==> src/rtl/lm70_scan_ctrl.sv <==
// -----------------------------------------------------------------------------
// lm70_scan_ctrl
//
// Round-robin SPI scan controller for up to four LM70-class temperature
// sensors sharing one SCK/SIO pair, each with its own chip select. Every frame
// shifts FRAME_BITS bits in MSB first, converts the result to a signed integer
// degC value (arithmetic right shift by INT_SHIFT, truncated to 9 bits) and
// latches it into that channel's slot of temp_bus.
//
// Optional feature macro: LM70_ALARM_EN
//   defined   : per-channel over-temperature alarm with hysteresis
//               (set at temp >= thr_hi, clear at temp < thr_hi - HYST)
//   undefined : alarm is constant 0 and thr_hi is ignored
//
// Parameters
//   N_CH        number of sensor channels (1..4)
//   FRAME_BITS  SCK cycles per frame (9..16)
//   INT_SHIFT   arithmetic right shift giving integer degC
//   CLK_DIV     SCK half-period in clk cycles (1..15)
//   IDLE_CYCLES cs_n-high gap between frames (>= 1)
//   HYST        alarm hysteresis in degC (0..15)
//
// Ports
//   clk       system clock, rising edge
//   rst_n     asynchronous active-low reset
//   ch_en     channel enable mask, sampled when a frame is about to start
//   thr_hi    signed alarm threshold, degC
//   sio       shared serial data from the sensors
//   cs_n      active-low chip selects, at most one low
//   sck       SPI clock, idle low
//   rd_valid  one-cycle pulse announcing a new result on rd_ch / rd_temp
//   rd_ch     channel index of the current result
//   rd_temp   signed degC of the current result
//   temp_bus  latched per-channel temps, channel i at [9i+8:9i]
//   alarm     per-channel over-temperature flags
// -----------------------------------------------------------------------------
module lm70_scan_ctrl #(
  parameter int N_CH        = 2,
  parameter int FRAME_BITS  = 16,
  parameter int INT_SHIFT   = 7,
  parameter int CLK_DIV     = 1,
  parameter int IDLE_CYCLES = 4,
  parameter int HYST        = 2
) (
  input  logic              clk,
  input  logic              rst_n,
  input  logic [N_CH-1:0]   ch_en,
  input  logic [8:0]        thr_hi,
  input  logic              sio,
  output logic [N_CH-1:0]   cs_n,
  output logic              sck,
  output logic              rd_valid,
  output logic [1:0]        rd_ch,
  output logic [8:0]        rd_temp,
  output logic [9*N_CH-1:0] temp_bus,
  output logic [N_CH-1:0]   alarm
);

  localparam int               GAP_W    = (IDLE_CYCLES > 1) ? $clog2(IDLE_CYCLES) : 1;
  localparam logic [GAP_W-1:0] GAP_LAST = GAP_W'(IDLE_CYCLES - 1);
  localparam logic [3:0]       DIV_LAST = 4'(CLK_DIV - 1);
  localparam logic [4:0]       BIT_LAST = 5'(FRAME_BITS - 1);

  typedef enum logic [1:0] {
    ST_IDLE  = 2'd0,
    ST_SHIFT = 2'd1,
    ST_DONE  = 2'd2
  } state_t;

  state_t                state_reg;
  logic [GAP_W-1:0]      gap_reg;
  logic [3:0]            div_reg;
  logic [4:0]            bit_reg;
  logic                  sck_reg;
  logic [N_CH-1:0]       cs_n_reg;
  logic [FRAME_BITS-1:0] shift_reg;
  logic [1:0]            cur_ch_reg;
  logic [1:0]            last_ch_reg;
  logic                  first_reg;
  logic                  rd_valid_reg;
  logic [1:0]            rd_ch_reg;
  logic [8:0]            rd_temp_reg;

  logic                  div_last;
  logic                  frame_end;
  logic [8:0]            temp_new;

  // ---------------------------------------------------------------------------
  // Next channel: first enabled index strictly after the last served one,
  // scanning circularly. Starting the scan from N_CH-1 while nothing has been
  // served yet makes the first frame land on the lowest enabled index. The
  // loop runs from the farthest candidate to the nearest so the nearest wins.
  // ---------------------------------------------------------------------------
  logic [3:0] en_pad;
  logic [1:0] base_ch;
  logic [2:0] cand;
  logic [1:0] next_ch;
  logic       any_en;

  always_comb begin
    en_pad  = 4'(ch_en);
    base_ch = first_reg ? 2'(N_CH - 1) : last_ch_reg;
    cand    = '0;
    next_ch = '0;
    any_en  = 1'b0;
    for (int off = N_CH; off >= 1; off--) begin
      cand = 3'(base_ch) + 3'(off);
      if (cand >= 3'(N_CH)) begin
        cand = cand - 3'(N_CH);
      end
      if (en_pad[cand[1:0]]) begin
        next_ch = cand[1:0];
        any_en  = 1'b1;
      end
    end
  end

  assign div_last  = (div_reg == DIV_LAST);
  assign frame_end = (state_reg == ST_DONE) && div_last;
  // Bit FRAME_BITS-1 is the sign; keep only the 9 integer bits after the shift.
  assign temp_new  = 9'($signed(shift_reg) >>> INT_SHIFT);

  // ---------------------------------------------------------------------------
  // Frame sequencer. The divider counts CLK_DIV cycles per SCK phase; DONE
  // holds cs_n low for one more half-period after the last falling SCK edge
  // before results are published and cs_n is released.
  // ---------------------------------------------------------------------------
  always_ff @(posedge clk or negedge rst_n) begin
    if (!rst_n) begin
      state_reg    <= ST_IDLE;
      gap_reg      <= '0;
      div_reg      <= '0;
      bit_reg      <= '0;
      sck_reg      <= 1'b0;
      cs_n_reg     <= '1;
      shift_reg    <= '0;
      cur_ch_reg   <= '0;
      last_ch_reg  <= '0;
      first_reg    <= 1'b1;
      rd_valid_reg <= 1'b0;
      rd_ch_reg    <= '0;
      rd_temp_reg  <= '0;
    end else begin
      rd_valid_reg <= 1'b0;
      case (state_reg)
        ST_IDLE: begin
          if (gap_reg == GAP_LAST) begin
            gap_reg <= '0;
            if (any_en) begin
              cs_n_reg   <= ~(N_CH'(1) << next_ch);
              cur_ch_reg <= next_ch;
              div_reg    <= '0;
              bit_reg    <= '0;
              state_reg  <= ST_SHIFT;
            end
          end else begin
            gap_reg <= gap_reg + 1'b1;
          end
        end

        ST_SHIFT: begin
          if (div_last) begin
            div_reg <= '0;
            if (!sck_reg) begin
              sck_reg   <= 1'b1;
              shift_reg <= {shift_reg[FRAME_BITS-2:0], sio};
            end else begin
              sck_reg <= 1'b0;
              if (bit_reg == BIT_LAST) begin
                state_reg <= ST_DONE;
              end else begin
                bit_reg <= bit_reg + 1'b1;
              end
            end
          end else begin
            div_reg <= div_reg + 1'b1;
          end
        end

        ST_DONE: begin
          if (div_last) begin
            div_reg      <= '0;
            cs_n_reg     <= '1;
            rd_valid_reg <= 1'b1;
            rd_ch_reg    <= cur_ch_reg;
            rd_temp_reg  <= temp_new;
            last_ch_reg  <= cur_ch_reg;
            first_reg    <= 1'b0;
            gap_reg      <= '0;
            state_reg    <= ST_IDLE;
          end else begin
            div_reg <= div_reg + 1'b1;
          end
        end

        default: state_reg <= ST_IDLE;
      endcase
    end
  end

  assign cs_n     = cs_n_reg;
  assign sck      = sck_reg;
  assign rd_valid = rd_valid_reg;
  assign rd_ch    = rd_ch_reg;
  assign rd_temp  = rd_temp_reg;

  // Per-channel result slots; a channel that stops being served keeps its value.
  for (genvar gi = 0; gi < N_CH; gi++) begin : g_slot
    logic [8:0] slot_reg;
    always_ff @(posedge clk or negedge rst_n) begin
      if (!rst_n) begin
        slot_reg <= '0;
      end else if (frame_end && (cur_ch_reg == 2'(gi))) begin
        slot_reg <= temp_new;
      end
    end
    assign temp_bus[9*gi +: 9] = slot_reg;
  end

`ifdef LM70_ALARM_EN
  // Compare in 10 bits so thr_hi - HYST cannot wrap near -256.
  logic signed [9:0] temp_ext;
  logic signed [9:0] thr_ext;
  logic signed [9:0] thr_lo;

  assign temp_ext = {temp_new[8], temp_new};
  assign thr_ext  = {thr_hi[8], thr_hi};
  assign thr_lo   = thr_ext - 10'(HYST);

  for (genvar gi = 0; gi < N_CH; gi++) begin : g_alarm
    logic alarm_reg;
    always_ff @(posedge clk or negedge rst_n) begin
      if (!rst_n) begin
        alarm_reg <= 1'b0;
      end else if (frame_end && (cur_ch_reg == 2'(gi))) begin
        if (temp_ext >= thr_ext) begin
          alarm_reg <= 1'b1;
        end else if (temp_ext < thr_lo) begin
          alarm_reg <= 1'b0;
        end
      end
    end
    assign alarm[gi] = alarm_reg;
  end
`else
  logic unused_thr;
  assign unused_thr = ^thr_hi;
  assign alarm      = '0;
`endif

endmodule
==> config.mk <==
export PLATFORM = sky130hd
export DESIGN_NAME = lm70_scan_ctrl
export DESIGN_NICKNAME = d
export VERILOG_FILES = /design/src/rtl/lm70_scan_ctrl.sv
export SDC_FILE = /design/constraint.sdc
export NUM_CORES = 1
export LEC_CHECK = 0
export BUFFER_PORTS_ARGS = -buffer_cell sky130_fd_sc_hd__buf_4
export CAP_MARGIN = 20
export CORE_MARGIN = 8
export CORE_UTILIZATION = 45
export CTS_BUF_LIST = sky130_fd_sc_hd__clkbuf_16
export CTS_CLUSTER_DIAMETER = 100
export DETAILED_ROUTE_END_ITERATION = 10
export PLACE_DENSITY = 0.73
export SLEW_MARGIN = 20
export SYNTH_ARGS = -nofsm -noshare
export SYNTH_HDL_FRONTEND = slang
export SYNTH_SLANG_ARGS = --single-unit
==> constraint.sdc <==
create_clock -name clk -period 3.5 [get_ports clk]
set_clock_uncertainty 0.1 [all_clocks]
set_input_delay 0.35 -clock clk [delete_from_list [all_inputs] [get_ports clk]]
set_output_delay 0.35 -clock clk [all_outputs]
set_load 0.01 [all_outputs]
==> Word level (Yosys, flattened, before mapping) <==
Index checks and enable logic that the tools add are counted.
{ "classes": {"muxes": 37, "n_lt_le_gt_ge": 4, "n_addsub": 7, "reduce_logical": 19, "n_bitwise": 2, "eq_ne": 12, "shifts": 1} }
{ "ops": {"columns": ["operator", "count"], "rows": [
  ["$mux 2", 15],
  ["$mux 5", 5],
  ["$ne 2x2->1 const B", 7],
  ["$mux 4", 3],
  ["$reduce_and 6->1", 2],
  ["$pmux 5 s2", 1],
  ["$reduce_and 3->1", 3],
  ["$pmux 2 s2", 2],
  ["$pmux 4 s2", 1],
  ["$mux 1", 7],
  ["$ge 3x2->1 const B", 2],
  ["$lt 2x3->1 const B", 2],
  ["$pmux 2 s3", 1],
  ["$reduce_and 2->1", 3],
  ["$reduce_bool 2->1", 3],
  ["$add 5x1->5 const B", 1],
  ["$eq 5x4->1 const B", 1],
  ["$add 4x1->4 const B", 1],
  ["$bmux 1 s2", 2],
  ["$eq 2x1->1 const B", 2],
  ["$eq 2x2->1 const B", 2],
  ["$logic_not 2->1", 2],
  ["$logic_not 4->1", 1],
  ["$reduce_and 4->1", 1],
  ["other kinds (9)", 12]
]} }
{ "word_totals": {"word_cells": 96, "input_bits": 14, "output_inout_bits": 35, "ff_bits": 65} }

==> Logic depth before layout (Yosys ltp) <==
Gate-level depths: netlist of run 1.
{ "logic_depth": {"word_depth": 13, "depth_mapped": 8, "depth_no_buf": 7} }

==> Least setup slack after synthesis of run 1 <==
Ideal clock, no wire load.
{ "synth_path": {"path_type": "reg2reg", "startpoint": "register div_reg[0]", "endpoint": "register shift_reg[0]", "setup_ns": 0.125, "path_buffers": 1, "t_arrival_ns": 1.809, "synth_period_minus_slack_ns": 2.034, "stages_incl_launch_ff": 7, "slack_ns": 1.466, "required_time_ns": 3.275, "cell_sequence": "dfrtp_1 inv_1 ha_1 or3b_4 nor3_4 buf_8 mux2_2"} }
{ "synth_between": {"elab_chain_cells": 2} }
{ "synth_lines": {"columns": ["element", "line_no", "source"], "rows": [
  ["from (decl)", "72", "logic [3:0] div_reg;"],
  ["from (signal assigned)", "176", "div_reg <= div_reg + 1'b1;"],
  ["from (signal assigned)", "192", "div_reg <= div_reg + 1'b1;"],
  ["$logic_not 4->1", "118", "assign div_last = (div_reg == DIV_LAST);"],
  ["$reduce_and 3->1 (no line)", null, null],
  ["to (signal assigned)", "166", "shift_reg <= {shift_reg[FRAME_BITS-2:0], sio};"],
  ["to (decl)", "76", "logic [FRAME_BITS-1:0] shift_reg;"]
]} }
Every way passes these cells.
A chain may end at the register's enable or synchronous reset.

==> Worst setup path after layout of run 1 <==
{ "layout_path": {"startpoint": "register div_reg[0]", "endpoint": "register shift_reg[13]"} }
The elaborated chain is that of the path after synthesis.

==> results of run 1 <==
-- power by group through the flow --
| stage | Sequential, mW | Clock, mW | Combinational [mW] |
|---|---|---|---|
| after global placement | 0.989 | 0 | 0.674 |
| after global routing | 1.00 | 0.911 | 0.764 |
| after CTS | 0.984 | 0.880 | 0.691 |
| after detailed placement | 0.996 | 0 | 0.691 |
| final | 0.981 | 0.859 | 0.685 |
| after floorplan | 0.989 | 0 | 0.487 |
-- critical path, stage by stage, from the launching register on --
cell,delay (ns)
dfrtp_1,0.42
inv_1,0.07
ha_1,0.20
or3b_4,0.43
nor3_4,0.61
mux2_2,0.41
-- area by class of cell --
| type | count | area [sq um] | area share |
|---|---|---|---|
| clock inverters | 7 | 62.6 | 0.0176 |
| repair buffers | 38 | 285 | 0.0802 |
| flip-flops and latches | 65 | 1630 | 0.458 |
| inverters | 13 | 48.8 | 0.0137 |
| multi-input cells | 144 | 1210 | 0.340 |
| clock buffers | 9 | 225 | 0.0633 |
| well taps | 77 | 96.3 | 0.0271 |
-- metrics by stage --
step / cells / hold WS [ns] / total power, mW / setup slack, ns
6_report: 353 / 0.0115 / 2.53 / 1.13
3_3_place_gp: 337 / 0.367 / 1.66 / 1.16
5_1_grt: 353 / 0.0984 / 2.68 / 1.00
2_1_floorplan: 228 / -0.0456 / 1.48 / 1.47
4_1_cts: 353 / 0.0444 / 2.56 / 1.14
3_5_place_dp: 337 / 0.381 / 1.69 / 1.13
-- cell families after synthesis --
group	after synthesis
XOR/XNOR	1
multiplexers	47
flip-flops	65
AO/OA/AOI/OAI	31
buffers and inverters	19
other	1
adder cells (fa/ha/maj)	8
AND/OR/NAND/NOR	55
-- worst paths after layout --
check                                end  depth (start not counted)
max                        shift_reg[13]                          5
max in group asynchronous     rd_temp[6]                          1
min in group clk            shift_reg[0]                          2
min reg2reg                   bit_reg[3]                          1
min                           rd_temp[1]                          1
max reg2reg                shift_reg[13]                          5
-- placed cells by master, fill, tap and decap left out, types with 2 or more instances in the layout --
cell type and n:
o221ai_1 3, a32o_1 2, a21oi_1 3, nor3_4 2, and3_1 2, nand2b_1 3, mux2i_1 3, o21ai_0 4
conb_1 2, a31oi_1 3, nor2b_1 4, ha_1 8, nand3_1 5, clkbuf_16 9, dfstp_2 3, inv_1 15
or2_2 2, buf_4 38, o41ai_1 4, nor2_1 8, mux2_2 44, nor3_1 2, dfrtp_1 62, nand2_1 14
o211ai_1 3, a311oi_1 2, o31ai_1 4
-- routing by layer --
metal,global-route usage,vias to the layer above,routed length (um)
met5,0,-,0
met4,0.0509,0,99
met3,0.0569,11,421
met2,0.197,53,2660
met1,0.156,961,2530
li1,-,911,-
==> flow_summary.toml, run 1 <==
[status]
status = "finished, final reports clean"

[clock_network]
cts_buffer_depth = 2
cts_setup_buffers = 0
ctsResizeCount = 0
hold_buffers = 0
clock-sinks = 65
root_buffer = "clkbuf_16"
cts_max_level = 3
clk_latency_ns = 0.32
cts_buffers = 9
path_clk_slew_ns = 0.06
cts_tree = "yes"

[yosys]
synthXorXnorAreaFrac = 0.00299
synth-edff-count = 0
synthTopCellsByCount = "dfrtp_1 (62), mux2_2 (44), nand2_1 (14), inv_1 (13)"
synthAdderAreaFrac = 0.0342
synthDistinctLibCells = 45
yosysMostFrequentCell = "dfrtp_1"
synth_area_per_cell_sq_um = 12.9
syn_area_sq_um = 2930
ys_warn_count = 0
muxShareOfSynthArea = 0.179
synthesis.instances = 227
synth_async_sr_flop_share = 1.00
synth_compound_area_frac = 0.0807
post-synth-top-area-cell = "dfrtp_1"
synth_simple_gate_area_frac = 0.113
ys.flop_type = "dfrtp_1"
synth_area_leaders = "dfrtp_1 (53%), mux2_2 (17%), ha_1 (3.4%), dfstp_2 (2.7%), nand2_1 (1.8%)"
synth_top_family_by_area = "multiplexers"
yosys.area.top_type_share = 0.530
synth-seq-area-share = 0.557
synth_seq_cells = 65

[worst_setup_path]
critPathMaxFanout = 16
crit_start = "div_reg[0]"
cp-start-kind = "flop"
cp-end-kind = "flop"
critPathRequiredTime_ns = 3.61
reg2reg_slack_ns = 1.13
rr_startpoint = "div_reg[0]"
crit_type = "reg -> reg"
worstPathArrival_ns = 2.48

[sta]
finalHoldViolations = 0
setup-tns-final_ns = 0
fmax_mhz = 421
rsz0062_at_grt = "no"
final-setup-viol-count = 0
fin_crit_ns = 2.37
tightest_slew_ns = 0.803
fin_crit_sh = 0.678
slew_headroom = 0.464
drv_slew = 0

[drt]
wl_per_cell_um = 16.2
ant_nets = 0
vias = 1936
drt_first_iter_violations = 103
drc = 0
drt_wl_total_mm = 5.71
first_pass_iters = 4
vias_per_cell = 5.48

[min_path]
hp-class = "in -> async"

[floorplanning]
core_sq_um = 6310
die_y_um = 96.7
die_x_um = 96.7
start_util = 0.464
io_pins = 49
die_area_sq_um = 9350
fp-row-count = 29

[placed_design]
routabilityCongestion = 0.859
hpwl_mm = 3.97
place_area_sq_um = 3270
io_buffers = 37

[finish]
syn_to_final_growth_pct = 21.4
antenna_cells = 0
layout-drive-gt1-share = 0.388
largest_register_ff_count = 18
fin_area_sq_um = 3560
fillers = 546
final_util = 0.563
fin_nets = 293

[grt]
grt_pass1_vias = 2043
gr-total-overflow = 0
grt.total_usage = 0.129
antenna_found_initial = 0
grt_first_pass_wirelength_mm = 9.93
grt_max_degree = 66

[power_and_ir_drop]
ir_drop_mv = 0.499
power_frac_comb = 0.271
p_clk_frac = 0.340
power.share.switching = 0.320
leakage_nw = 1.77
power_density_nw_per_um2 = 710
p_switching_uw = 808
p_seq_frac = 0.389
internal_power_mw = 1.72

[flow_run]
maxCapViolCount = 0
Note: power is estimated with default switching activity, not from simulation.
==> run 2: changes to the inputs <==
Settings changed: ABC_AREA set to 1.
Clock period 3.5 ns to 2.37 ns, I/O delays scaled along.
==> flow_summary.toml, run 2 <==
[yosys]
synth-edff-count = 0
synthTopCellsByCount = "nand2_1 (88), dfrtp_1 (62), inv_1 (30), o21ai_2 (23), o21ai_0 (17)"
synth_area_leaders = "dfrtp_1 (52%), nand2_1 (11%), o21ai_2 (6.7%), inv_1 (3.7%), ha_1 (3.3%)"
synthesis.instances = 315
synth_async_sr_flop_share = 1.00
synth-seq-area-share = 0.542
synth_area_per_cell_sq_um = 9.56
synthDistinctLibCells = 27
synth_seq_cells = 65
syn_area_sq_um = 3010
ys_warn_count = 0
ys.flop_type = "dfrtp_1"
yosysMostFrequentCell = "nand2_1"
post-synth-top-area-cell = "dfrtp_1"
yosys.area.top_type_share = 0.515

[drt]
drc = 0
ant_nets = 0
drt_first_iter_violations = 139
wl_per_cell_um = 13.7
first_pass_iters = 4
drt_wl_total_mm = 6.04
vias = 2201
vias_per_cell = 5.01

[power_and_ir_drop]
ir_drop_mv = 0.751
leakage_nw = 1.82
power_density_nw_per_um2 = 1360
total_power_mw = 4.92

[finish]
antenna_cells = 0
fin_nets = 376
largest_register_ff_count = 18
final_util = 0.543
layout-drive-gt1-share = 0.265
final_common_cell = "nand2_1"
multi_input_area_sq_um = 1150
syn_to_final_growth_pct = 19.9
stdcell_count = 439
regArea_sq_um = 1630
fillers = 578
final_cell_mix = "nand2_1 (88), dfrtp_1 (62), buf_4 (38)"

[grt]
antenna_found_initial = 0
grt.total_usage = 0.136
grt_pass1_vias = 2225
grt_max_degree = 66
grt_first_pass_wirelength_mm = 10.4
gr-total-overflow = 0

[sta]
slew_headroom = 0.464
drv_slew = 0
rsz0062_at_grt = "no"
final-setup-viol-count = 0
fin_crit_sh = 0.786
setup-tns-final_ns = 0
fin_crit_ns = 1.86
finalHoldViolations = 0
fmax_mhz = 537
tightest_slew_ns = 0.804

[clock_network]
clk_latency_ns = 0.33
cts_setup_buffers = 0
cts_buffer_depth = 2
cts_tree = "yes"
cts_buffers = 9
cts_max_level = 3
clock-sinks = 65
root_buffer = "clkbuf_16"
path_clk_slew_ns = 0.06

[worst_setup_path]
cp-end-kind = "flop"
crit_type = "reg -> reg"
worstPathCellList = "inv_1 -> ha_1 -> inv_1 -> nor2_8 -> inv_2 -> nand2_2 -> nand3_2 -> nand2_1 -> nand2_1"
critPathMaxFanout = 19
worstPathArrival_ns = 2.03
critPathMaxStageDelay_ns = 0.37
path_buf_inv = 3
cpLargestDelayFamily = "buffers and inverters"
reg2reg_slack_ns = 0.51
critPathRequiredTime_ns = 2.54
cp-start-kind = "flop"
worst_path_max_delay_cell = "dfrtp_1"

[floorplanning]
die_x_um = 97.8
io_pins = 49
start_util = 0.453
core_sq_um = 6640
fp-row-count = 30
die_area_sq_um = 9560
die_y_um = 97.8

[flow_run]
maxCapViolCount = 0

[status]
status = "finished, final reports clean"

[placed_design]
routabilityCongestion = 0.747
io_buffers = 37
hpwl_mm = 4.06
dp_cells = 422

[min_path]
hp-class = "in -> reg"
==> run 2: what timing repair did <==
action / CTS / global route
hold buffers: 1 / 0
gates resized for setup: 0 / 0
hold endpoints to repair: 62 / 0
==> run 2: per-stage QoR <==
| step | setup slack [ns] | instance area [sq um] | hold slack [ns] |
|---|---|---|---|
| floorplan | 0.739 | 3010 | -0.159 |
| global placement | 0.579 | 3290 | 0.289 |
| detailed placement | 0.528 | 3290 | 0.286 |
| CTS | 0.507 | 3610 | 0.0443 |
| global route | 0.366 | 3610 | 0.0874 |
| finish | 0.508 | 3610 | 0.0555 |
==> run 2: cell families (layout without fill, tap and decap cells) <==
group	count (synthesis)	after routing	share of synthesized area
buffers and inverters	44	87	0.0769
flip-flops	65	65	0.542
other	1	2	0.00125
AO/OA/AOI/OAI	56	56	0.123
XOR/XNOR	2	2	0.00582
AND/OR/NAND/NOR	139	139	0.219
adder cells (fa/ha/maj)	8	8	0.0333
==> run 2: report_power, final <==
group / switching, mW / internal (mW) / total, mW
clock network: 0.471 / 0.910 / 1.38
registers: 0.222 / 1.50 / 1.73
logic: 1.14 / 0.671 / 1.82
total: 1.84 / 3.08 / 4.92
==> run 2: layout make-up <==
class	count	area share
well taps	80	0.0277
inverters	32	0.0333
repair buffers	39	0.0818
clock inverters	7	0.0239
flip-flops and latches	65	0.452
clock buffers	9	0.0624
multi-input cells	207	0.319
==> run 2: worst min-delay path: cells and delay by family <==
family	cells	cell delay, ns
compound gates	1	0.06
buf+inv	2	0.15
==> run 2: worst paths after layout <==
kind	from	to	cells after the start
setup / recovery	state_reg[0]	cs_n[0]	9
hold / removal	sio	shift_reg[0]	3
setup reg to reg	state_reg[0]	cs_n[0]	9
hold reg to reg	cs_n[1]	cs_n[1]	2
max in group asynchronous	rst_n	g_slot[0].slot_reg[1]	2
min in group asynchronous	rst_n	rd_valid	2
==> run 2: layer usage <==
metal | global-route usage | vias to the layer above | wire, um
li1 | - | 1088 | -
met1 | 0.160 | 1047 | 2710
met2 | 0.216 | 55 | 2860
met3 | 0.0498 | 11 | 340
met4 | 0.0647 | 0 | 125
met5 | 0 | - | 0
==> run 3: changes to the inputs <==
Clock period 2.37 ns to 1.9 ns, I/O delays scaled along.
==> flow_summary.toml, run 3 (synthesized netlist as in run 2, its figures left out) <==
[worst_setup_path]
worst_path_max_delay_cell = "dfrtp_1"
critPathMaxStageDelay_ns = 0.41
critPathRequiredTime_ns = 2.01
worstPathCellList = "ha_1 -> nand2_1 -> nor2_1 -> ha_1 -> nor2_1 -> nand3_2 -> nand2_4 -> nand3_4 -> nand2_1 -> nand2_1"
worstPathArrival_ns = 1.89
path_buf_inv = 0
crit_type = "reg -> reg"
critPathMaxFanout = 5
cp-end-kind = "flop"
critPathMostFrequentCell = "nand2_1"
cp-start-kind = "flop"
cpLargestDelayFamily = "simple AND/OR/NAND/NOR gates"

[clock_network]
cts_max_level = 3
clk_latency_ns = 0.32
root_buffer = "clkbuf_16"
path_clk_slew_ns = 0.05
clock-sinks = 65
cts_tree = "yes"
cts_buffer_depth = 2
cts_buffers = 9

[floorplanning]
die_x_um = 97.8
io_pins = 49
die_y_um = 97.8
die_area_sq_um = 9560
fp-row-count = 30
start_util = 0.453
core_sq_um = 6640

[drt]
vias = 2223
vias_per_cell = 5.02
drc = 0
drt_wl_total_mm = 5.90
first_pass_iters = 4
wl_per_cell_um = 13.3
ant_nets = 0
drt_first_iter_violations = 103

[finish]
final_common_cell = "nand2_1"
final_cell_mix = "nand2_1 (86), dfrtp_1 (62), buf_4 (40)"
antenna_cells = 0
largest_register_ff_count = 18
layout-drive-gt1-share = 0.281
fin_nets = 380
syn_to_final_growth_pct = 23.0

[placed_design]
io_buffers = 37
hpwl_mm = 4.16
routabilityCongestion = 0.785
pre_cts_ws_ns = 0.0656

[power_and_ir_drop]
p_seq_frac = 0.339
internal_power_mw = 3.96
p_clk_frac = 0.276
power_density_nw_per_um2 = 1700
power_frac_comb = 0.385
total_power_mw = 6.30
p_switching_mw = 2.34
power.share.switching = 0.371
ir_drop_mv = 0.782
leakage_nw = 1.85

[sta]
drv_slew = 0
setup-tns-final_ns = 0
fin_crit_sh = 0.939
rsz0062_at_grt = "no"
fin_ws_ns = 0.116
fmax_mhz = 560
fin_crit_ns = 1.78
final-setup-viol-count = 0
finalHoldViolations = 0

[status]
status = "finished, final reports clean"

[grt]
grt_first_pass_wirelength_mm = 10.6
grt_max_degree = 34
grt_pass1_vias = 2267
grt.total_usage = 0.136
antenna_found_initial = 0
gr-total-overflow = 0

[flow_run]
maxCapViolCount = 0

[min_path]
hp-class = "in -> reg"
run 3: what timing repair did:
action	4_1_cts	5_1_grt
hold endpoints to repair	29	0
hold buffers	1	0
setup endpoints to repair	0	10
gates resized for setup	0	6
buffers inserted	0	1
run 3: per-stage QoR:
stage / util / cell area (sq um) / hold slack (ns) / std cells
after CTS: 0.550 / 3650 / 0.000632 / 442
after floorplan: - / 3010 / -0.206 / 316
after global routing: 0.557 / 3700 / 0.00876 / 443
after detailed placement: 0.500 / 3320 / 0.0584 / 425
after global placement: 0.500 / 3320 / 0.0526 / 425
final: 0.557 / 3700 / 0.0103 / 443
run 3: cell type report:
type	instances	area, sq um
fill	587	2940
sequential	65	1630
clock inverter	7	96.3
clock buffer	9	225
timing repair buffer	43	350
multi-input combinational	207	1180
inverter	32	120
tap	80	100
run 3: power groups by stage:
stage | clock [mW] | combinational, mW | sequential [mW]
6_report | 1.74 | 2.42 | 2.14
5_1_grt | 1.86 | 2.74 | 2.20
4_1_cts | 1.78 | 2.32 | 2.14
3_5_place_dp | 0 | 2.30 | 2.15
3_3_place_gp | 0 | 2.24 | 2.15
2_1_floorplan | 0 | 1.53 | 2.23
run 3: tightest hold or removal path, stage by stage:
cell,delay (ns)
buf_4,0.10
inv_1,0.04
o21ai_1,0.05
run 3: final timing paths:
kind	slack, ns	cells past startpoint	start	endpoint
min in group asynchronous	0.25	2	rst_n	div_reg[3]
setup reg to reg	0.12	10	bit_reg[0]	bit_reg[1]
hold / removal	0.01	3	sio	shift_reg[0]
setup / recovery	0.12	10	bit_reg[0]	bit_reg[1]
hold reg to reg	0.36	2	cs_n[1]	cs_n[1]
max in group asynchronous	0.90	3	rst_n	cs_n[1]
run 3: routing by layer:
metal  part of all wire  wire [um]  vias up  global-route usage
met5                  0          0        -                   0
met4             0.0080         47        0              0.0432
met3              0.056        331        5              0.0526
met2               0.49       2870       33               0.218
met1               0.45       2640     1077               0.163
li1                   -          -     1108                   -
